File: config.mk
export PLATFORM = sky130hd
export DESIGN_NAME = sample_iterator
export DESIGN_NICKNAME = d
export VERILOG_FILES = /design/src/rtl/sample_iterator_pkg.sv /design/src/rtl/sample_lfsr.sv /design/src/rtl/sample_iterator.sv
export SDC_FILE = /design/constraint.sdc
export NUM_CORES = 1
export LEC_CHECK = 0
export ABC_AREA = 1
export ABC_CLOCK_PERIOD_IN_PS = 4400
export CORE_AREA = 2 2 286 288
export CTS_CLUSTER_SIZE = 14
export DETAILED_ROUTE_END_ITERATION = 6
export DIE_AREA = 0 0 288 290
export SLEW_MARGIN = 30
export SYNTH_ARGS = -nofsm -noshare
export SYNTH_HDL_FRONTEND = slang
export SYNTH_HIERARCHICAL = 1
export SYNTH_SLANG_ARGS = --single-unit
File: constraint.sdc
create_clock -name clk -period 4.4 [get_ports clk]
set_clock_uncertainty 0.15 [all_clocks]
set_input_delay 0.66 -clock clk [delete_from_list [all_inputs] [get_ports clk]]
set_output_delay 0.66 -clock clk [all_outputs]
set_load 0.03 [all_outputs]
File: src/rtl/sample_iterator_pkg.sv
// Shared raster definitions: iterator state encoding, subsample one-hot
// codes, default coordinate precision and a rate-to-shift helper.
package sample_iterator_pkg;

  localparam int DEF_SIGFIG = 24;
  localparam int DEF_RADIX  = 10;

  localparam logic [3:0] SS_1X  = 4'b1000;
  localparam logic [3:0] SS_4X  = 4'b0100;
  localparam logic [3:0] SS_16X = 4'b0010;
  localparam logic [3:0] SS_64X = 4'b0001;

  typedef enum logic {
    WAIT = 1'b0,
    TEST = 1'b1
  } state_t;

  // Number of halvings of the unit step for a subsample rate; unknown codes act as 1x.
  function automatic int unsigned ss_shift(input logic [3:0] ss);
    case (ss)
      SS_4X:   return 1;
      SS_16X:  return 2;
      SS_64X:  return 3;
      default: return 0;
    endcase
  endfunction

endpackage

File: src/rtl/sample_lfsr.sv
// 16-bit Fibonacci LFSR (taps 16,14,13,11) used for sample jitter.
// Only present in builds with SAMPLE_JITTER_EN defined.
`ifdef SAMPLE_JITTER_EN
module sample_lfsr (
  input  logic        clk,
  input  logic        rst_n,
  input  logic        i_en,
  output logic [15:0] o_lfsr
);

  logic [15:0] r_lfsr;

  // Advance one step per enabled cycle; seed restored on reset.
  always_ff @(posedge clk or negedge rst_n) begin
    if (!rst_n) begin
      r_lfsr <= 16'hACE1;
    end else if (i_en) begin
      r_lfsr <= {r_lfsr[14:0], r_lfsr[15] ^ r_lfsr[13] ^ r_lfsr[12] ^ r_lfsr[10]};
    end
  end

  assign o_lfsr = r_lfsr;

endmodule
`endif

File: src/rtl/sample_iterator.sv
// Walks a bounding box in raster order on the subsample grid, one sample
// per cycle, latching the triangle and colour for downstream tests.
// Optional build macro: SAMPLE_JITTER_EN (adds LFSR jitter below one step).
module sample_iterator
  import sample_iterator_pkg::*;
#(
  parameter int SIGFIG = DEF_SIGFIG,
  parameter int RADIX  = DEF_RADIX,
  parameter int VERTS  = 3,
  parameter int AXIS   = 3,
  parameter int COLORS = 3
) (
  input  logic                                           clk,
  input  logic                                           rst,
  input  logic signed [VERTS-1:0][AXIS-1:0][SIGFIG-1:0]  tri_R14S,
  input  logic        [COLORS-1:0][SIGFIG-1:0]           color_R14U,
  input  logic signed [1:0][1:0][SIGFIG-1:0]             box_R14S,
  input  logic                                           validTri_R14H,
  input  logic        [3:0]                              subSample_RnnnnU,
  output logic                                           halt_RnnnnL,
  output logic signed [VERTS-1:0][AXIS-1:0][SIGFIG-1:0]  tri_R16S,
  output logic        [COLORS-1:0][SIGFIG-1:0]           color_R16U,
  output logic signed [1:0][SIGFIG-1:0]                  sample_R16S,
  output logic                                           validSamp_R16H
);

  localparam int W1 = SIGFIG + 1;

  state_t                                          r_state;
  logic signed [VERTS-1:0][AXIS-1:0][SIGFIG-1:0]   r_tri;
  logic        [COLORS-1:0][SIGFIG-1:0]            r_color;
  logic signed [SIGFIG-1:0]                        r_x, r_y;
  logic signed [SIGFIG-1:0]                        r_ll_x, r_ur_x, r_ur_y;
  logic signed [SIGFIG:0]                          r_step;

  logic signed [SIGFIG-1:0] w_ll_x, w_ll_y, w_ur_x, w_ur_y;
  logic signed [SIGFIG-1:0] w_ll_x_fl, w_ll_y_fl;
  logic        [SIGFIG:0]   w_in_step;
  logic        [SIGFIG-1:0] w_in_mask;
  logic                     w_empty;
  logic signed [SIGFIG:0]   w_nx, w_ny, w_ur_x_ext, w_ur_y_ext;
  logic                     w_last_x, w_last_y;
  logic                     w_emit;

  assign w_ll_x = box_R14S[0][0];
  assign w_ll_y = box_R14S[0][1];
  assign w_ur_x = box_R14S[1][0];
  assign w_ur_y = box_R14S[1][1];

  assign w_in_step = W1'(1) << (RADIX - ss_shift(subSample_RnnnnU));
  assign w_in_mask = w_in_step[SIGFIG-1:0] - SIGFIG'(1);
  // Clearing low bits floors toward -inf in two's complement, also for negative ll.
  assign w_ll_x_fl = w_ll_x & ~w_in_mask;
  assign w_ll_y_fl = w_ll_y & ~w_in_mask;
  assign w_empty   = (w_ur_x < w_ll_x) || (w_ur_y < w_ll_y);

  // One extra bit keeps x+step from wrapping when ur sits near the positive maximum.
  assign w_nx       = {r_x[SIGFIG-1], r_x} + r_step;
  assign w_ny       = {r_y[SIGFIG-1], r_y} + r_step;
  assign w_ur_x_ext = {r_ur_x[SIGFIG-1], r_ur_x};
  assign w_ur_y_ext = {r_ur_y[SIGFIG-1], r_ur_y};
  assign w_last_x   = w_nx > w_ur_x_ext;
  assign w_last_y   = w_ny > w_ur_y_ext;

  assign w_emit         = (r_state == TEST);
  assign halt_RnnnnL    = (r_state == WAIT);
  assign validSamp_R16H = w_emit;
  assign tri_R16S       = r_tri;
  assign color_R16U     = r_color;

  // Accept a triangle in WAIT, then step through the box in raster order in TEST.
  always_ff @(posedge clk or negedge rst) begin
    if (!rst) begin
      r_state <= WAIT;
      r_tri   <= '0;
      r_color <= '0;
      r_x     <= '0;
      r_y     <= '0;
      r_ll_x  <= '0;
      r_ur_x  <= '0;
      r_ur_y  <= '0;
      r_step  <= '0;
    end else begin
      case (r_state)
        WAIT: begin
          if (validTri_R14H) begin
            r_tri   <= tri_R14S;
            r_color <= color_R14U;
            if (!w_empty) begin
              r_ll_x  <= w_ll_x_fl;
              r_ur_x  <= w_ur_x;
              r_ur_y  <= w_ur_y;
              r_step  <= w_in_step;
              r_x     <= w_ll_x_fl;
              r_y     <= w_ll_y_fl;
              r_state <= TEST;
            end
          end
        end
        TEST: begin
          if (w_last_x) begin
            if (w_last_y) begin
              r_state <= WAIT;
            end else begin
              r_x <= r_ll_x;
              r_y <= w_ny[SIGFIG-1:0];
            end
          end else begin
            r_x <= w_nx[SIGFIG-1:0];
          end
        end
        default: r_state <= WAIT;
      endcase
    end
  end

`ifdef SAMPLE_JITTER_EN
  logic [15:0]       w_lfsr;
  logic [SIGFIG-1:0] w_step_mask, w_jit_x, w_jit_y;

  sample_lfsr u_lfsr (
    .clk    (clk),
    .rst_n  (rst),
    .i_en   (w_emit),
    .o_lfsr (w_lfsr)
  );

  assign w_step_mask = r_step[SIGFIG-1:0] - SIGFIG'(1);
  // Byte-swapped LFSR for y so the two axes do not share the same offset.
  assign w_jit_x = w_emit ? (SIGFIG'(w_lfsr) & w_step_mask) : '0;
  assign w_jit_y = w_emit ? (SIGFIG'({w_lfsr[7:0], w_lfsr[15:8]}) & w_step_mask) : '0;
  assign sample_R16S[0] = r_x + w_jit_x;
  assign sample_R16S[1] = r_y + w_jit_y;
`else
  assign sample_R16S[0] = r_x;
  assign sample_R16S[1] = r_y;
`endif

endmodule

==> out/metrics.yaml, run 1 <==
pwr-share-comb_pct: 7.1
cts_tree: "built"
critical_path_class: "flop to flop"
ys_async_sr_fraction_pct: 100
die_width_um: 288
cts.path.max_buffers: 3
coreArea_um2: 80200
yosys_warnings: 6
arrival_ns: 4.43
design.die.area_um2: 83500
fin_crit_sh_pct: 93.2
fin_util_pct: 40.6
drc_errors: 0
clkSlewWorstSetupHoldPaths_ns: 0.07
leakage_nw: 16.1
clk_latency_ns: 0.61
drt-wirelength-per-cell_um: 23.8
start_util_pct: 27.5
slowest_stage: "fa_1"
syn_area_um2: 22000
first_pass_iters: 6
antenna_found_initial: 41
synth_largest_area_cell: "dfrtp_1"
avgSynthCellArea_um2: 9.48
p_seq_share_pct: 43.8
synth-seq-cells: 424
ant_nets: 0
synthCells: 2324
area_delta_synth_final_pct: 47.7
post-dp-hpwl_mm: 82.4
hold_class: "flop to flop"
path_common_cell: "nand2_1"
clock_sinks: 424
status: "finished clean"
row_count: 104
tightest_slew_ns: 0.802
cts_made_buffers: 50
routed_wl_mm: 99.5
synth_edf_count: 0
p_sw_mw: 2.05
setup_viol: 0
io_pins: 729
drive_gt1_share_pct: 14.4
endpoint_kind: "flop"
multi_input_area_um2: 9960
yosysMostFrequentCell: "nand2_1"
relSlewSlack_pct: 46.4
ys_top_cells_by_count: "nand2_1 (570), dfrtp_1 (424), mux2_2 (288)"
htree_levels: 2
crit_fanout: 12
p_int_mw: 6.85
cts_root_buf: "clkbuf_16"
portBuffers: 728
fin_area_um2: 32500
die_y_um: 290
synthTopCellsByArea: "dfrtp_1 (48%), mux2_2 (15%), nand2_1 (9.7%)"
path_cells: "ha_1 -> fa_1 -> nand2_1 -> nand2_1 -> o21ai_1 -> inv_1 -> a21oi_2 -> inv_1 -> nand2_1 -> nand3b_1 -> and2_1 -> ha_1 -> nand2_1 -> nor2_2 -> nand4_1 -> nor2_1 -> nand2_1 -> nand4_1 -> nand3_2 -> o21bai_4 -> buf_12 -> nand2_4 -> nand2_1 -> nand2_1"
drtIter0Drc: 1316
power.density_nw_per_um2: 274
vias: 19300
fillers: 8047
min_period_ns: 4.10
vias_per_cell: 4.61
hold_violations: 0
ir_drop_mv: 0.289
pwr-share-clk_pct: 49.1
gp_congestion: 0.951
critPathRequiredTime_ns: 4.73
cpLargestDelayFamily: "simple AND/OR/NAND/NOR gates"
grt.overflow.total: 0
synth-seq-area-share_pct: 48.2
worst_setup_path_start_kind: "flop"
grt_pass1_vias: 19400
critical_path.max_stage_delay_ns: 0.43
maxSlewViolCount: 0
seq_area_um2: 10600
switching_share_pct: 23.0
synth_top_area_share_pct: 48.2
synthFlopType: "dfrtp_1"
fmax_mhz: 244
placed_area_um2: 30600
nets: 3587
grt_start_max_net_pins: 104
grt_pass1_wl_mm: 139
timing.critical_path.buf_inv: 3
drv_cap: 0
synth_cell_type_count: 40
grt_usage_pct: 23.3
logic make-up (layout without fill, tap and decap cells):
group                    after synthesis  count (layout)  share of synthesized area (%)
AO/OA/AOI/OAI                        203             203                           4.85
XOR/XNOR                              22              22                          0.875
adder cells (fa/ha/maj)              131             131                           7.51
buffers and inverters                377            1153                           6.94
flip-flops                           424             424                           48.2
multiplexers                         288             288                           14.7
other                                  1              19                         0.0170
AND/OR/NAND/NOR                      878             879                           16.9
what timing repair did:
item | in CTS | in global routing
setup buffers | 0 | 3
gates resized for setup | 0 | 21
endpoints found under the hold margin | 4 | 0
hold buffers | 1 | 0
setup endpoints to repair | 0 | 49
sequential cells by signal, indices dropped and copies added (netlist names):
name and cells:
r_ur_y 24, r_step 15, r_x 24, r_y 24, r_ll_x 24, r_ur_x 24, tri_R16S 216, color_R16U 72
validSamp_R16H 1
tightest hold or removal path: cells and delay by family (launching register included):
family | cells | cell delay, ns
buffers and inverters | 1 | 0.04
DFF | 1 | 0.34
and+or+nand+nor | 1 | 0.07
power groups by stage:
stage / Clock (mW) / Sequential [mW] / Combinational, mW
2_1_floorplan: 0 / 3.97 / 0.109
3_3_place_gp: 0 / 3.97 / 0.633
3_5_place_dp: 0 / 3.97 / 0.638
4_1_cts: 4.48 / 3.90 / 0.642
5_1_grt: 4.64 / 3.90 / 0.697
6_report: 4.36 / 3.90 / 0.632
layer usage:
layer / global-route usage, % / vias to the layer above / routed length [µm]
li1: - / 9088 / -
met3: 9.09 / 128 / 9680
met4: 4.59 / 40 / 1730
met1: 30.0 / 9390 / 42000
met2: 36.9 / 620 / 45700
met5: 0 / - / 275
final cells by class:
cell class              instances  share of cell area, %
diodes                         17                  0.131
clock buffers                  71                   4.55
clock inverters                18                  0.746
inverters                     301                   3.47
multi-input cells            1525                   30.6
flip-flops and latches        424                   32.6
well taps                    1060                   4.08
repair buffers                763                   23.8
path summary, 6_finish.rpt:
check,start,endpoint,slack [ns],cells past startpoint
worst min register to register,r_ll_x[0]$_DFFE_PN0P_,r_ll_x[0]$_DFFE_PN0P_,0.33,2
max in group asynchronous,rst,r_y[19]$_DFFE_PN0P_,2.55,4
worst min-delay path,r_ll_x[0]$_DFFE_PN0P_,r_ll_x[0]$_DFFE_PN0P_,0.33,2
worst max-delay path,r_step[0]$_DFFE_PN0P_,r_x[4]$_DFFE_PN0P_,0.30,24
worst max register to register,r_step[0]$_DFFE_PN0P_,r_x[4]$_DFFE_PN0P_,0.30,24
min in group asynchronous,rst,tri_R16S[138]$_DFFE_PN0P_,0.36,2
stage by stage:
stage / power, mW / setup TNS, ns / worst slack (ns) / instances / hold WS (ns)
2_1_floorplan: 4.08 / 0 / 0.539 / 2325 / 0.214
3_3_place_gp: 4.60 / 0 / 0.105 / 4066 / 0.303
3_5_place_dp: 4.61 / 0 / 0.00265 / 4066 / 0.305
4_1_cts: 9.02 / 0 / 0.0126 / 4156 / 0.322
5_1_grt: 9.23 / -0.0431 / -0.00892 / 4167 / 0.343
6_report: 8.90 / 0 / 0.299 / 4179 / 0.326
cell usage in the layout, fill, tap and decap left out, types with 71 or more instances in the layout:
cell type / synthesis / final
clkdlybuf4s50_1: 0 / 727
nand2_1: 570 / 567
dfrtp_1: 424 / 423
mux2_2: 288 / 288
inv_1: 281 / 281
nand3_1: 132 / 131
ha_1: 129 / 129
nor2_1: 86 / 84
o21ai_1: 77 / 77
a21oi_1: 72 / 71
Note: power is estimated with default switching activity, not from simulation.
==> inputs of run 2 (changes only) <==
Settings changed: ABC_CLOCK_PERIOD_IN_PS 4400 to 4580.
Clock period 4.4 ns to 4.58 ns, I/O delays scaled along.
==> out/metrics.yaml, run 2 (synthesized netlist as in run 1, its figures left out) <==
drt-wirelength-per-cell_um: 23.7
ir_drop_mv: 0.267
grt_start_max_net_pins: 96
largest_reg_flops: 216
status: "finished clean"
post_cts_buffers: 0
drc_errors: 0
slowest_stage: "dfrtp_1"
start_util_pct: 27.5
drv_cap: 0
ant_nets: 0
die_width_um: 288
vias_per_cell: 4.57
timing.rr.start: "r_y[0]$_DFFE_PN0P_"
antenna_found_initial: 42
gp_congestion: 0.938
multi_input_area_um2: 9950
fin_crit_sh_pct: 92.1
worst_setup_path_start_kind: "flop"
area_delta_synth_final_pct: 47.0
ff2ff_path_depth: 26
met3_usage_pct: 9.54
design.die.area_um2: 83500
grt_usage_pct: 23.4
setup_viol: 0
tightest_slew_ns: 0.906
critPathRequiredTime_ns: 4.90
setup_tns_ns: 0
layout_commonest_cell: "clkdlybuf4s50_1"
rsz0062_at_grt: "false"
crit_fanout: 24
hold_violations: 0
nets: 3583
busiest_layer: "met2"
grt.met1_usage_pct: 29.7
power.density_nw_per_um2: 259
power.total_mw: 8.39
arrival_ns: 4.54
rrSetupSlack_ns: 0.36
htree_levels: 2
maxSlewViolCount: 0
cts.path.max_buffers: 3
coreArea_um2: 80200
clk_latency_ns: 0.59
clkSlewWorstSetupHoldPaths_ns: 0.06
first_pass_iters: 5
min_period_ns: 4.22
cts_root_buf: "clkbuf_16"
grt_pass1_vias: 19300
drtIter0Drc: 1164
io_pins: 729
grt.overflow.total: 0
vias: 19100
endpoint_kind: "flop"
grt_pass1_wl_mm: 140
post-dp-hpwl_mm: 82.6
fillers: 8031
hold_class: "flop to flop"
cts_tree: "built"
relSlewSlack_pct: 39.6
clock_sinks: 424
leakage_nw: 16.0
cts_made_buffers: 50
path_common_cell: "nand2_1"
r2r-end: "r_y[16]$_DFFE_PN0P_"
seq_area_um2: 10600
met2_usage_pct: 35.8
startpoint: "r_y[0]$_DFFE_PN0P_"
critical_path.max_stage_delay_ns: 0.41
die_y_um: 290
critical_path_class: "flop to flop"
portBuffers: 728
row_count: 104
drive_gt1_share_pct: 13.9
critPathCapture: "r_y[16]$_DFFE_PN0P_"
fmax_mhz: 237
routed_wl_mm: 99.0
layout_common_cells: "clkdlybuf4s50_1 (727), nand2_1 (568), dfrtp_1 (423), mux2_2 (288), inv_1 (281)"
## run 2: final cells by class
cell class / instances / share of cell area, %
Antenna cell: 20 / 0.155
Clock buffer: 72 / 4.34
Clock inverter: 16 / 0.657
Inverter: 301 / 3.50
Multi-Input combinational cell: 1524 / 30.7
Sequential cell: 424 / 32.8
Tap cell: 1060 / 4.10
Timing Repair Buffer: 760 / 23.8
## run 2: worst max-delay path: cells and delay by family, from the launching register on
kind	cells	cell delay, ns
adder cells (fa/ha/maj)	3	0.99
AND/OR/NAND/NOR	17	1.67
flip-flops	1	0.41
buffers and inverters	4	0.51
AO/OA/AOI/OAI	2	0.34
## run 2: routing by layer
metal  wire, µm  vias to the layer above
met5        217                        -
met2      44000                      676
li1           -                     9085
met4       3180                       38
met1      41400                     9158
met3      10300                      152
## run 2: timing repair
action                     CTS  global route
hold buffers                 1             0
gates resized for setup      0            13
setup endpoints to repair    0            49
hold endpoints to repair    41             0
## run 2: report_power, final
part | leakage (nW) | internal (mW) | switching, mW | total, mW
sequential | 5.79 | 3.75 | 0.000493 | 3.75
clock | 0.793 | 2.35 | 1.68 | 4.03
combinational | 9.43 | 0.350 | 0.255 | 0.605
## run 2: per-stage QoR
stage               worst slack [ns]  hold slack, ns  cells  instance area, µm²  util (%)
global placement              0.0793           0.316   4068               30600      38.2
finish                         0.363           0.335   4177               32400      40.4
CTS                           0.0498           0.336   4157               32300      40.3
detailed placement            0.0784           0.322   4068               30600      38.2
floorplan                      0.719           0.241   2325               22000         -
global route                  0.0324           0.349   4163               32300      40.4
## run 2: worst min path at each step
stage                            from                   endpoint  slack, ns  cells after the start
2_1_floorplan                     rst  color_R16U[0]$_DFFE_PN0P_       0.24                      0
3_3_place_gp   r_ll_x[23]$_DFFE_PN0P_     r_ll_x[23]$_DFFE_PN0P_       0.32                      2
3_5_place_dp    r_ll_x[0]$_DFFE_PN0P_      r_ll_x[0]$_DFFE_PN0P_       0.32                      2
4_1_cts        r_ll_x[22]$_DFFE_PN0P_     r_ll_x[22]$_DFFE_PN0P_       0.34                      2
5_1_grt        r_ll_x[23]$_DFFE_PN0P_     r_ll_x[23]$_DFFE_PN0P_       0.35                      2
6_report        r_ll_x[0]$_DFFE_PN0P_      r_ll_x[0]$_DFFE_PN0P_       0.33                      2
==> inputs of run 3 (changes only) <==
Settings changed: ABC_AREA 1 to default, CORE_AREA 2 2 286 288 to 2 2 280 282, DIE_AREA 0 0 288 290 to 0 0 282 284, MAX_ROUTING_LAYER from default to met4.
==> out/metrics.yaml, run 3 <==
design.die.area_um2: 80100
routed_wl_mm: 87.4
drtIter0Drc: 979
slowest_stage: "dfrtp_2"
tightest_slew_ns: 0.828
grt_pass1_vias: 18200
seq_area_um2: 10600
holdWs_ns: 0.331
arrival_ns: 5.18
syn_area_um2: 20600
synth_edf_count: 0
ys_async_sr_fraction_pct: 100
setup_tns_ns: -7.78
pwr-share-comb_pct: 52.8
p_sw_mw: 9.18
start_util_pct: 26.8
power.density_nw_per_um2: 684
synth-seq-cells: 424
cpLargestDelayFamily: "compound AO/OA/AOI/OAI gates"
yosysMostFrequentCell: "dfrtp_1"
critical_path.max_stage_delay_ns: 0.42
worst_setup_path_start_kind: "flop"
cts_tree: "built"
grt_pass1_wl_mm: 125
synth-seq-area-share_pct: 51.5
worst_slack_ns: -0.252
ir_drop_mv: 0.363
fillers: 7181
cts_root_buf: "clkbuf_16"
violations: "negative setup slack"
status: "finished, violations left"
clk_latency_ns: 0.61
rsz0062_at_grt: "true"
multi_input_area_um2: 9800
die_y_um: 284
coreArea_um2: 77000
fmax_mhz: 207
endpoint_kind: "flop"
drive_gt1_share_pct: 25.4
min_period_ns: 4.83
layout_common_cells: "clkdlybuf4s50_1 (727), dfrtp_1 (421), mux2_2 (336), ha_1 (126), inv_1 (114)"
gp_congestion: 0.916
hold_violations: 0
cp.depth: 22
clkSlewWorstSetupHoldPaths_ns: 0.06
timing.critical_path.buf_inv: 3
yosys_warnings: 6
crit_fanout: 7
ff2ff_path_depth: 22
vias: 17300
path_common_cell: "buf_12"
synth_top_area_share_pct: 51.5
maxSlewViolCount: 0
grt_start_max_net_pins: 109
nets: 3064
p_int_mw: 13.1
setup_viol: 49
cts.path.max_buffers: 3
die_width_um: 282
post-dp-hpwl_mm: 69.7
vias_per_cell: 4.75
drt-wirelength-per-cell_um: 24.0
critPathRequiredTime_ns: 4.93
relSlewSlack_pct: 44.8
grt.overflow.total: 0
switching_share_pct: 41.2
grt_usage_pct: 21.9
ant_nets: 0
synthTopCellsByArea: "dfrtp_1 (51%), mux2_2 (19%), ha_1 (7.8%)"
row_count: 102
critical_path_class: "flop to flop"
largest_reg_flops: 216
antenna_found_initial: 25
htree_levels: 2
fin_crit_sh_pct: 106
pwr-share-clk_pct: 19.5
first_pass_iters: 5
drv_cap: 0
cts_made_buffers: 53
synth_cell_type_count: 72
portBuffers: 728
whs_path_depth: 2
hold_class: "flop to flop"
layout_commonest_cell: "clkdlybuf4s50_1"
leakage_nw: 14.0
clock_sinks: 424
avgSynthCellArea_um2: 12.2
synth_largest_area_cell: "dfrtp_1"
drc_errors: 0
ys_top_cells_by_count: "dfrtp_1 (424), mux2_2 (348), ha_1 (129)"
p_seq_share_pct: 27.7
synthFlopType: "dfrtp_1"
io_pins: 729
path_cells: "ha_4 -> fa_2 -> a211oi_4 -> o21ai_2 -> a21o_1 -> o311a_1 -> a21oi_2 -> o21a_1 -> nor2_2 -> xor2_1 -> ha_1 -> nand3_2 -> o221ai_2 -> a31o_2 -> o221ai_4 -> or2_4 -> o21ai_4 -> nand2_4 -> buf_12 -> buf_16 -> buf_12 -> a22o_1"
area_delta_synth_final_pct: 57.9
synthCells: 1696
==> run 3: cell count changes after synthesis, moves of 34 or more <==
cell     change
mux2_2      +60
nand2_1    -465
inv_1      -167
nand3_1    -107
o21ai_1     -75
nor2_1      -34
==> run 3: logic make-up after synthesis <==
| group | count (synthesis) | synth area share [%] |
|---|---|---|
| other | 1 | 0.0182 |
| multiplexers | 362 | 19.7 |
| XOR/XNOR | 44 | 1.87 |
| AND/OR/NAND/NOR | 290 | 6.81 |
| AO/OA/AOI/OAI | 262 | 8.56 |
| flip-flops | 424 | 51.5 |
| adder cells (fa/ha/maj) | 131 | 8.02 |
| buffers and inverters | 182 | 3.59 |
==> run 3: area by class of cell <==
| class | count | share of cell area (%) |
|---|---|---|
| Sequential cell | 424 | 32.6 |
| Multi-Input combinational cell | 1091 | 30.1 |
| Timing Repair Buffer | 858 | 26.3 |
| Clock buffer | 76 | 4.80 |
| Tap cell | 1040 | 4.00 |
| Inverter | 114 | 1.31 |
| Clock inverter | 19 | 0.761 |
| Antenna cell | 20 | 0.154 |
==> run 3: repair_timing <==
item / 4_1_cts / 5_1_grt
setup endpoints to repair: 48 / 49
hold endpoints to repair: 12 / 0
hold buffers: 1 / 0
gates resized for setup: 64 / 58
gates cloned: 3 / 1
setup buffers: 17 / 12
pin swaps: 16 / 25
==> run 3: worst reg2reg max path: cells and delay by family (launching register included) <==
kind            cells  cell delay, ns
xor+xnor            1            0.16
compound gates     11            2.14
simple gates        4            0.57
flops               1            0.42
fa+ha+maj           3            0.89
buf+inv             3            0.40
==> run 3: per-stage QoR <==
step           util [%]  cell area, µm²  cells  setup slack, ns  power, mW
4_1_cts            41.8           32200   3613           -0.188       22.1
6_report           42.3           32600   3642           -0.252       22.3
5_1_grt            42.3           32600   3639           -0.394       23.4
3_5_place_dp       38.8           29800   3497           -0.276       17.1
3_3_place_gp       38.8           29800   3497           -0.123       16.9
2_1_floorplan         -           20700   1697           0.0210       12.0
==> run 3: path summary, 6_finish.rpt <==
| path | startpoint | endpoint | slack (ns) |
|---|---|---|---|
| setup / recovery | r_y[0]$_DFFE_PN0P_ | r_x[20]$_DFFE_PN0P_ | -0.25 |
| hold / removal | r_ll_x[22]$_DFFE_PN0P_ | r_ll_x[22]$_DFFE_PN0P_ | 0.33 |
| setup reg to reg | r_y[0]$_DFFE_PN0P_ | r_x[20]$_DFFE_PN0P_ | -0.25 |
| hold reg to reg | r_ll_x[22]$_DFFE_PN0P_ | r_ll_x[22]$_DFFE_PN0P_ | 0.33 |
| max in group asynchronous | rst | tri_R16S[32]$_DFFE_PN0P_ | 2.64 |
| min in group asynchronous | rst | r_ur_y[4]$_DFFE_PN0P_ | 0.61 |
==> run 3: layer usage <==
metal / share of wire (%) / global-route usage (%) / routed length (µm)
met3: 7.2 / 5.57 / 6310
met2: 52 / 38.4 / 45200
met4: 3.9 / 7.34 / 3370
met1: 37 / 23.9 / 32500
met5: 0 / - / 0
==> run 3: power by group through the flow <==
stage	combinational, mW	clock (mW)	sequential (mW)
5_1_grt	12.4	4.63	6.35
3_5_place_dp	10.9	0	6.18
2_1_floorplan	3.96	0	8.06
4_1_cts	11.5	4.47	6.15
3_3_place_gp	10.7	0	6.14
6_report	11.8	4.35	6.16
